File: src/rtl/proc_fetch.sv
// Instruction fetch sequencer: PC -> imem request -> buffered word -> decode handshake.
// Optional misaligned-fetch fault guarded by PROC_FETCH_MISALIGN_CHK_EN.
module proc_fetch #(
  parameter int DATA_WIDTH = 32,
  parameter int PC_INC     = 4
) (
  input  logic                  clk,
  input  logic                  rst_n,
  input  logic [DATA_WIDTH-1:0] i_pc,
  output logic                  o_ld_pc,
  output logic [DATA_WIDTH-1:0] o_next_pc,
  output logic                  o_imem_req,
  output logic [DATA_WIDTH-1:0] o_imem_addr,
  input  logic                  i_imem_gnt,
  input  logic                  i_imem_rvalid,
  input  logic [DATA_WIDTH-1:0] i_imem_rdata,
  output logic                  o_instr_valid,
  output logic [DATA_WIDTH-1:0] o_instr,
  output logic [DATA_WIDTH-1:0] o_instr_pc,
  input  logic                  i_instr_ready,
  input  logic                  i_redirect,
  input  logic [DATA_WIDTH-1:0] i_redirect_pc,
  output logic                  o_misalign
);

  localparam logic [DATA_WIDTH-1:0] INC = DATA_WIDTH'(PC_INC);

`ifdef PROC_FETCH_MISALIGN_CHK_EN
  typedef enum logic [2:0] {S_REQ, S_WAIT, S_HOLD, S_DRAIN, S_FAULT} state_t;
`else
  typedef enum logic [2:0] {S_REQ, S_WAIT, S_HOLD, S_DRAIN} state_t;
`endif

  state_t                state;
  logic [DATA_WIDTH-1:0] pc_q;
  logic                  pc_bad;
  logic                  grant;

`ifdef PROC_FETCH_MISALIGN_CHK_EN
  logic misalign_q;
  assign pc_bad     = (i_pc[1:0] != 2'b00);
  assign o_misalign = misalign_q;
`else
  assign pc_bad     = 1'b0;
  assign o_misalign = 1'b0;
`endif

  // A grant only counts while a request is actually being presented.
  assign grant       = (state == S_REQ) && !pc_bad && i_imem_gnt;
  assign o_imem_req  = rst_n && (state == S_REQ) && !pc_bad;
  assign o_imem_addr = i_pc;
  assign o_ld_pc     = rst_n && (i_redirect || grant);
  assign o_next_pc   = i_redirect ? i_redirect_pc : (i_pc + INC);

  always_ff @(posedge clk) begin
    if (!rst_n) begin
      state         <= S_REQ;
      pc_q          <= '0;
      o_instr_valid <= 1'b0;
      o_instr       <= '0;
      o_instr_pc    <= '0;
`ifdef PROC_FETCH_MISALIGN_CHK_EN
      misalign_q    <= 1'b0;
`endif
    end else if (i_redirect) begin
      // Anything in flight or held belongs to the old path and is dropped.
      o_instr_valid <= 1'b0;
`ifdef PROC_FETCH_MISALIGN_CHK_EN
      misalign_q    <= 1'b0;
`endif
      case (state)
        S_REQ:   state <= grant ? S_DRAIN : S_REQ;
        S_WAIT:  state <= i_imem_rvalid ? S_REQ : S_DRAIN;
        S_DRAIN: state <= i_imem_rvalid ? S_REQ : S_DRAIN;
        default: state <= S_REQ;
      endcase
    end else begin
      case (state)
        S_REQ: begin
          if (pc_bad) begin
`ifdef PROC_FETCH_MISALIGN_CHK_EN
            state      <= S_FAULT;
            misalign_q <= 1'b1;
`endif
          end else if (grant) begin
            pc_q  <= i_pc;
            state <= S_WAIT;
          end
        end
        S_WAIT: begin
          if (i_imem_rvalid) begin
            o_instr       <= i_imem_rdata;
            o_instr_pc    <= pc_q;
            o_instr_valid <= 1'b1;
            state         <= S_HOLD;
          end
        end
        S_HOLD: begin
          if (i_instr_ready) begin
            o_instr_valid <= 1'b0;
            state         <= S_REQ;
          end
        end
        S_DRAIN: begin
          if (i_imem_rvalid) state <= S_REQ;
        end
        default: state <= state;
      endcase
    end
  end

endmodule

File: config.mk
export PLATFORM = sky130hd
export DESIGN_NAME = proc_fetch
export DESIGN_NICKNAME = d
export VERILOG_FILES = /design/src/rtl/proc_fetch.sv
export SDC_FILE = /design/constraint.sdc
export NUM_CORES = 1
export LEC_CHECK = 0
export ABC_AREA = 1
export CAP_MARGIN = 20
export CORE_MARGIN = 2
export CORE_UTILIZATION = 35
export DETAILED_ROUTE_END_ITERATION = 10
export GPL_ROUTABILITY_DRIVEN = 0
export PLACE_DENSITY = 0.81
export SLEW_MARGIN = 10
export SYNTH_ARGS = -nofsm -noshare
export SYNTH_HDL_FRONTEND = slang
export SYNTH_SLANG_ARGS = --single-unit
File: constraint.sdc
create_clock -name clk -period 2.6 [get_ports clk]
set_clock_uncertainty 0.2 [all_clocks]
set_input_delay 0.39 -clock clk [delete_from_list [all_inputs] [get_ports clk]]
set_output_delay 0.39 -clock clk [all_outputs]
set_load 0.02 [all_outputs]
==> After elaboration in Yosys (flattened, before gate mapping) <==
Cells that the tools add are included.
{ "word_totals": {"reg_bits": 100, "input_bits": 102, "out_inout_bits": 132, "word_cells": 43} }
{ "op_classes": {"add_sub_neg": 1, "eq_ne": 9, "mux": 13, "bitwise_logic": 2, "n_reduce_logical": 13} }
{ "op_table": {"columns": ["op", "count"], "rows": [
  ["32-bit by 3-bit adder with 32-bit output (second input constant)", 1],
  ["32-bit 2-to-1 mux", 1],
  ["3-bit 2-to-1 mux", 5],
  ["3-bit inequality test (second input constant)", 4],
  ["3-bit one-hot mux with 4 select lines", 1],
  ["3-bit AND reduction", 3],
  ["3-bit by 2-bit == test with 1-bit output (second input constant)", 2],
  ["5-bit AND reduction", 1],
  ["5-bit nonzero test", 1],
  ["2-bit 2-to-1 mux", 2],
  ["2-bit inequality test (second input constant)", 2],
  ["2-bit one-hot mux with 2 select lines", 1],
  ["2-bit OR reduction", 2],
  ["3-bit by 1-bit == test with 1-bit output (second input constant)", 1],
  ["1-bit logical AND", 3],
  ["3-bit logical NOT", 1],
  ["1-bit 2-to-1 mux", 2],
  ["1-bit NOT", 2],
  ["1-bit one-hot mux with 2 select lines", 1],
  ["2-bit nonzero test", 1],
  ["1-bit logical OR", 1]
]} }

==> Logic depth before layout (Yosys ltp) <==
{ "logic_depth": {"ltp_word": 5, "ltp_mapped": 10, "ltp_nobuf": 10} }

==> Worst setup path after synthesis <==
Ideal clock, no wire load.
{ "synth_timing": {"path_type": "input to output", "start": "in i_pc[2]", "end": "out o_next_pc[10]", "t_arrival_ps": 1521, "t_required_ps": 2010, "setup_slack_ps": 489, "stages": 6, "n_path_buf": 0, "cell_sequence": "ha_1 > nand2_1 > nor2_2 > nand2_2 > xor2_1 > o21ai_0"} }
{ "synth_via": {"elab_chain_len": 2} }
{ "synth_lines": {"columns": ["item", "line_no", "source"], "rows": [
  ["start: declaration", "9", "input logic [DATA_WIDTH-1:0] i_pc,"],
  ["32-bit by 3-bit adder with 32-bit output", "53", "assign o_next_pc = i_redirect ? i_redirect_pc : (i_pc + INC);"],
  ["32-bit 2-to-1 mux", "53", null],
  ["end: declaration", "11", "output logic [DATA_WIDTH-1:0] o_next_pc,"]
]} }
Every way passes these cells.

==> Worst setup path after layout <==
{ "layout_timing": {"start": "in i_pc[8]", "end": "out o_next_pc[20]"} }
Same word-level chain as after synthesis.

==> impl_metrics.py <==
metrics = {
    "critical_path": {
        "crit_top_cell": "nand2_1",
        "crit_type": "in -> out",
        "startpoint_type": "input pin",
        "path_buf_inv": 3,
        "crit_family": "buffers and inverters",
        "crit_fanout": 4,
        "arrival_ns": 1.91,
        "endpoint_kind": "primary output",
        "cp.required_ns": 2.01,
        "crit_chain": "dlygate4sd2_1, nand2_1, nor2_4, buf_4, nand3_2, o21bai_1, nand3_1, nand2_1, clkdlybuf4s15_2",
        "critPathSlowestCell": "dlygate4sd2_1",
        "slowest_delay_ns": 0.32,
    },
    "timing": {
        "setup_ws_ns": 0.0983,
        "min_period_over_period": 0.962,
        "finalSetupViolations": 0,
        "worstMarginPinSlew_ns": 0.792,
        "drv_slew": 0,
        "fin_crit_ns": 2.50,
        "rsz0062_at_grt": "no",
        "setup-tns-final_ns": 0,
        "maxSlewHeadroom": 0.472,
        "max_freq_mhz": 400,
        "hold_viol": 0,
    },
    "hold_path": {
        "hp-class": "in -> reg",
    },
    "die": {
        "coreArea_um2": 13800,
        "rows": 43,
        "die_h_um": 123,
        "die_width_um": 123,
        "io-pin-count": 234,
        "initial_core_util": 0.357,
        "fp.dieArea_um2": 15100,
    },
    "cts": {
        "cts_buffer_depth": 2,
        "hold_buffers": 0,
        "clock_latency_ns": 0.34,
        "cts.clk_slew.worst_paths_ns": 0.07,
        "cts_tree": "yes",
        "cts_made_buffers": 9,
        "root_buffer": "clkbuf_16",
        "clock-sinks": 99,
        "htreeDepth": 3,
    },
    "final_layout": {
        "instances_no_fill": 1164,
        "num_antenna_cells": 0,
        "area_growth_pct": 61.8,
        "drive_gt1_frac": 0.144,
        "final_nets": 1083,
    },
    "logic_synthesis": {
        "yosys_register_bits": 99,
        "ys_types": 29,
        "ys_seq_area_frac": 0.402,
        "yosys_warnings": 0,
        "synthesis.instances": 739,
        "syn_avg_cell_area_um2": 6.68,
        "synthesis.nets": 842,
        "netlist_area_um2": 4930,
    },
    "grt": {
        "grt_pass1_wl_um": 24500,
        "grt_pass1_vias": 5086,
        "grt_overflow": 0,
        "grt_max_degree": 97,
        "antenna_found_initial": 0,
        "grt_usage": 0.208,
    },
    "run_status": {
        "status": "completed",
    },
    "drt": {
        "wl_per_cell_um": 13.7,
        "dr.pass1.iters": 4,
        "viasPerCell": 4.65,
        "drtIter0Drc": 217,
        "remaining_drc_errors": 0,
        "routed-via-count": 5414,
        "drt.antenna.violating_nets": 0,
        "routed_wirelength_um": 15900,
    },
    "placement": {
        "dpl.hpwl_um": 12200,
        "dp.cells": 1146,
        "io_buffers": 232,
        "dp_slack_ns": -0.458,
    },
    "pwr": {
        "design_power_total_w": 0.00399,
        "ir_worst_vdd_uv": 315,
        "p_per_area_nw_per_um2": 500,
        "p_leak_nw": 3.56,
    },
    "run": {
        "max-cap-violations": 0,
    },
}
[synthesized netlist by cell type (all sizes together)]
cell,number,area [um^2]
xor2,8,70.1
o211ai,1,7.51
o21ai,106,531
a21oi,75,375
nor2,119,484
nand3,22,115
conb,1,3.75
or2,2,12.5
clkbuf,19,72.6
a211oi,1,7.51
nand2,164,626
ha,1,12.5
inv,67,251
dfxtp,99,1980
a31oi,1,6.26
nor3,2,10.0
o21bai,1,7.51
buf,50,360
[kinds of logic (layout without fill, tap and decap cells)]
logic type,Yosys count,in the layout,synth area share
and+or+nand+nor,309,309,0.253
buffers and inverters,136,381,0.139
DFF,99,99,0.402
adders and majority gates,1,1,0.00254
xor gates and xnor gates,8,8,0.0142
other,1,1,0.000760
AOI/OAI and AO/OA,185,185,0.189
[timing repair]
item,CTS,global route
pin swaps,4,5
buffers inserted,2,1
resized for setup,104,35
setup endpoints to repair,28,28
[routing by layer]
metal / vias to the layer above / part of all wire / GRT usage
li1: 2796 / - / -
met1: 2356 / 0.42 / 0.247
met2: 222 / 0.47 / 0.356
met3: 40 / 0.079 / 0.0418
met4: 0 / 0.032 / 0.101
met5: - / 0 / 0
[flip-flops by register name, indices dropped and copies added, names as in the netlist]
signal,count
o_instr_pc,32
o_instr_valid,1
o_instr,32
pc_q,32
state,2
[power by group]
part           total [W]  leakage, nW  switching (W)  internal (W)
clock            0.00148        0.159       0.000548      0.000933
sequential       0.00162        0.807      0.0000280       0.00159
combinational   0.000889         2.59       0.000464      0.000425
total            0.00399         3.56        0.00104       0.00295
[stage by stage]
| step | area [um^2] | utilization | hold slack [ns] |
|---|---|---|---|
| 2_1_floorplan | 4930 | - | 0.229 |
| 3_3_place_gp | 7570 | 0.548 | 0.240 |
| 3_5_place_dp | 7570 | 0.548 | 0.245 |
| 4_1_cts | 7940 | 0.575 | 0.222 |
| 5_1_grt | 7990 | 0.578 | 0.247 |
| 6_report | 7990 | 0.578 | 0.228 |
[path summary, 6_finish.rpt]
path            start        endpoint  slack, ns  cells after the start
max           i_pc[8]   o_next_pc[20]        0.1                      9
min             rst_n        state[1]       0.23                      3
max reg2reg  state[0]     o_instr[14]       0.89                      7
min reg2reg  pc_q[20]  o_instr_pc[20]       0.25                      2
[area by class of cell]
type	count	area, um^2
Clock buffer	10	229
Clock inverter	5	103
Fill cell	1291	5840
Inverter	67	251
Multi-Input combinational cell	504	2350
Sequential cell	99	1980
Tap cell	180	225
Timing Repair Buffer	299	2850
[worst reg2reg max path: cells and delay by family, from the launching register on]
kind | cells | cell delay (ns)
AND/OR/NAND/NOR | 4 | 0.50
buffers and inverters | 2 | 0.43
flip-flops | 1 | 0.35
AO/OA/AOI/OAI | 1 | 0.17
[cells in the final DEF, fill, tap and decap left out, drive strengths merged, types with 9 or more instances in the layout]
cell	instances
nand3	22
dlymetal6s2s	14
clkdlybuf4s50	177
dfxtp	99
nand2	164
inv	67
a21oi	75
clkdlybuf4s15	9
clkbuf	12
nor2	119
o21ai	106
dlygate4sd2	19
buf	78
Power figures use the tool's default switching activity.
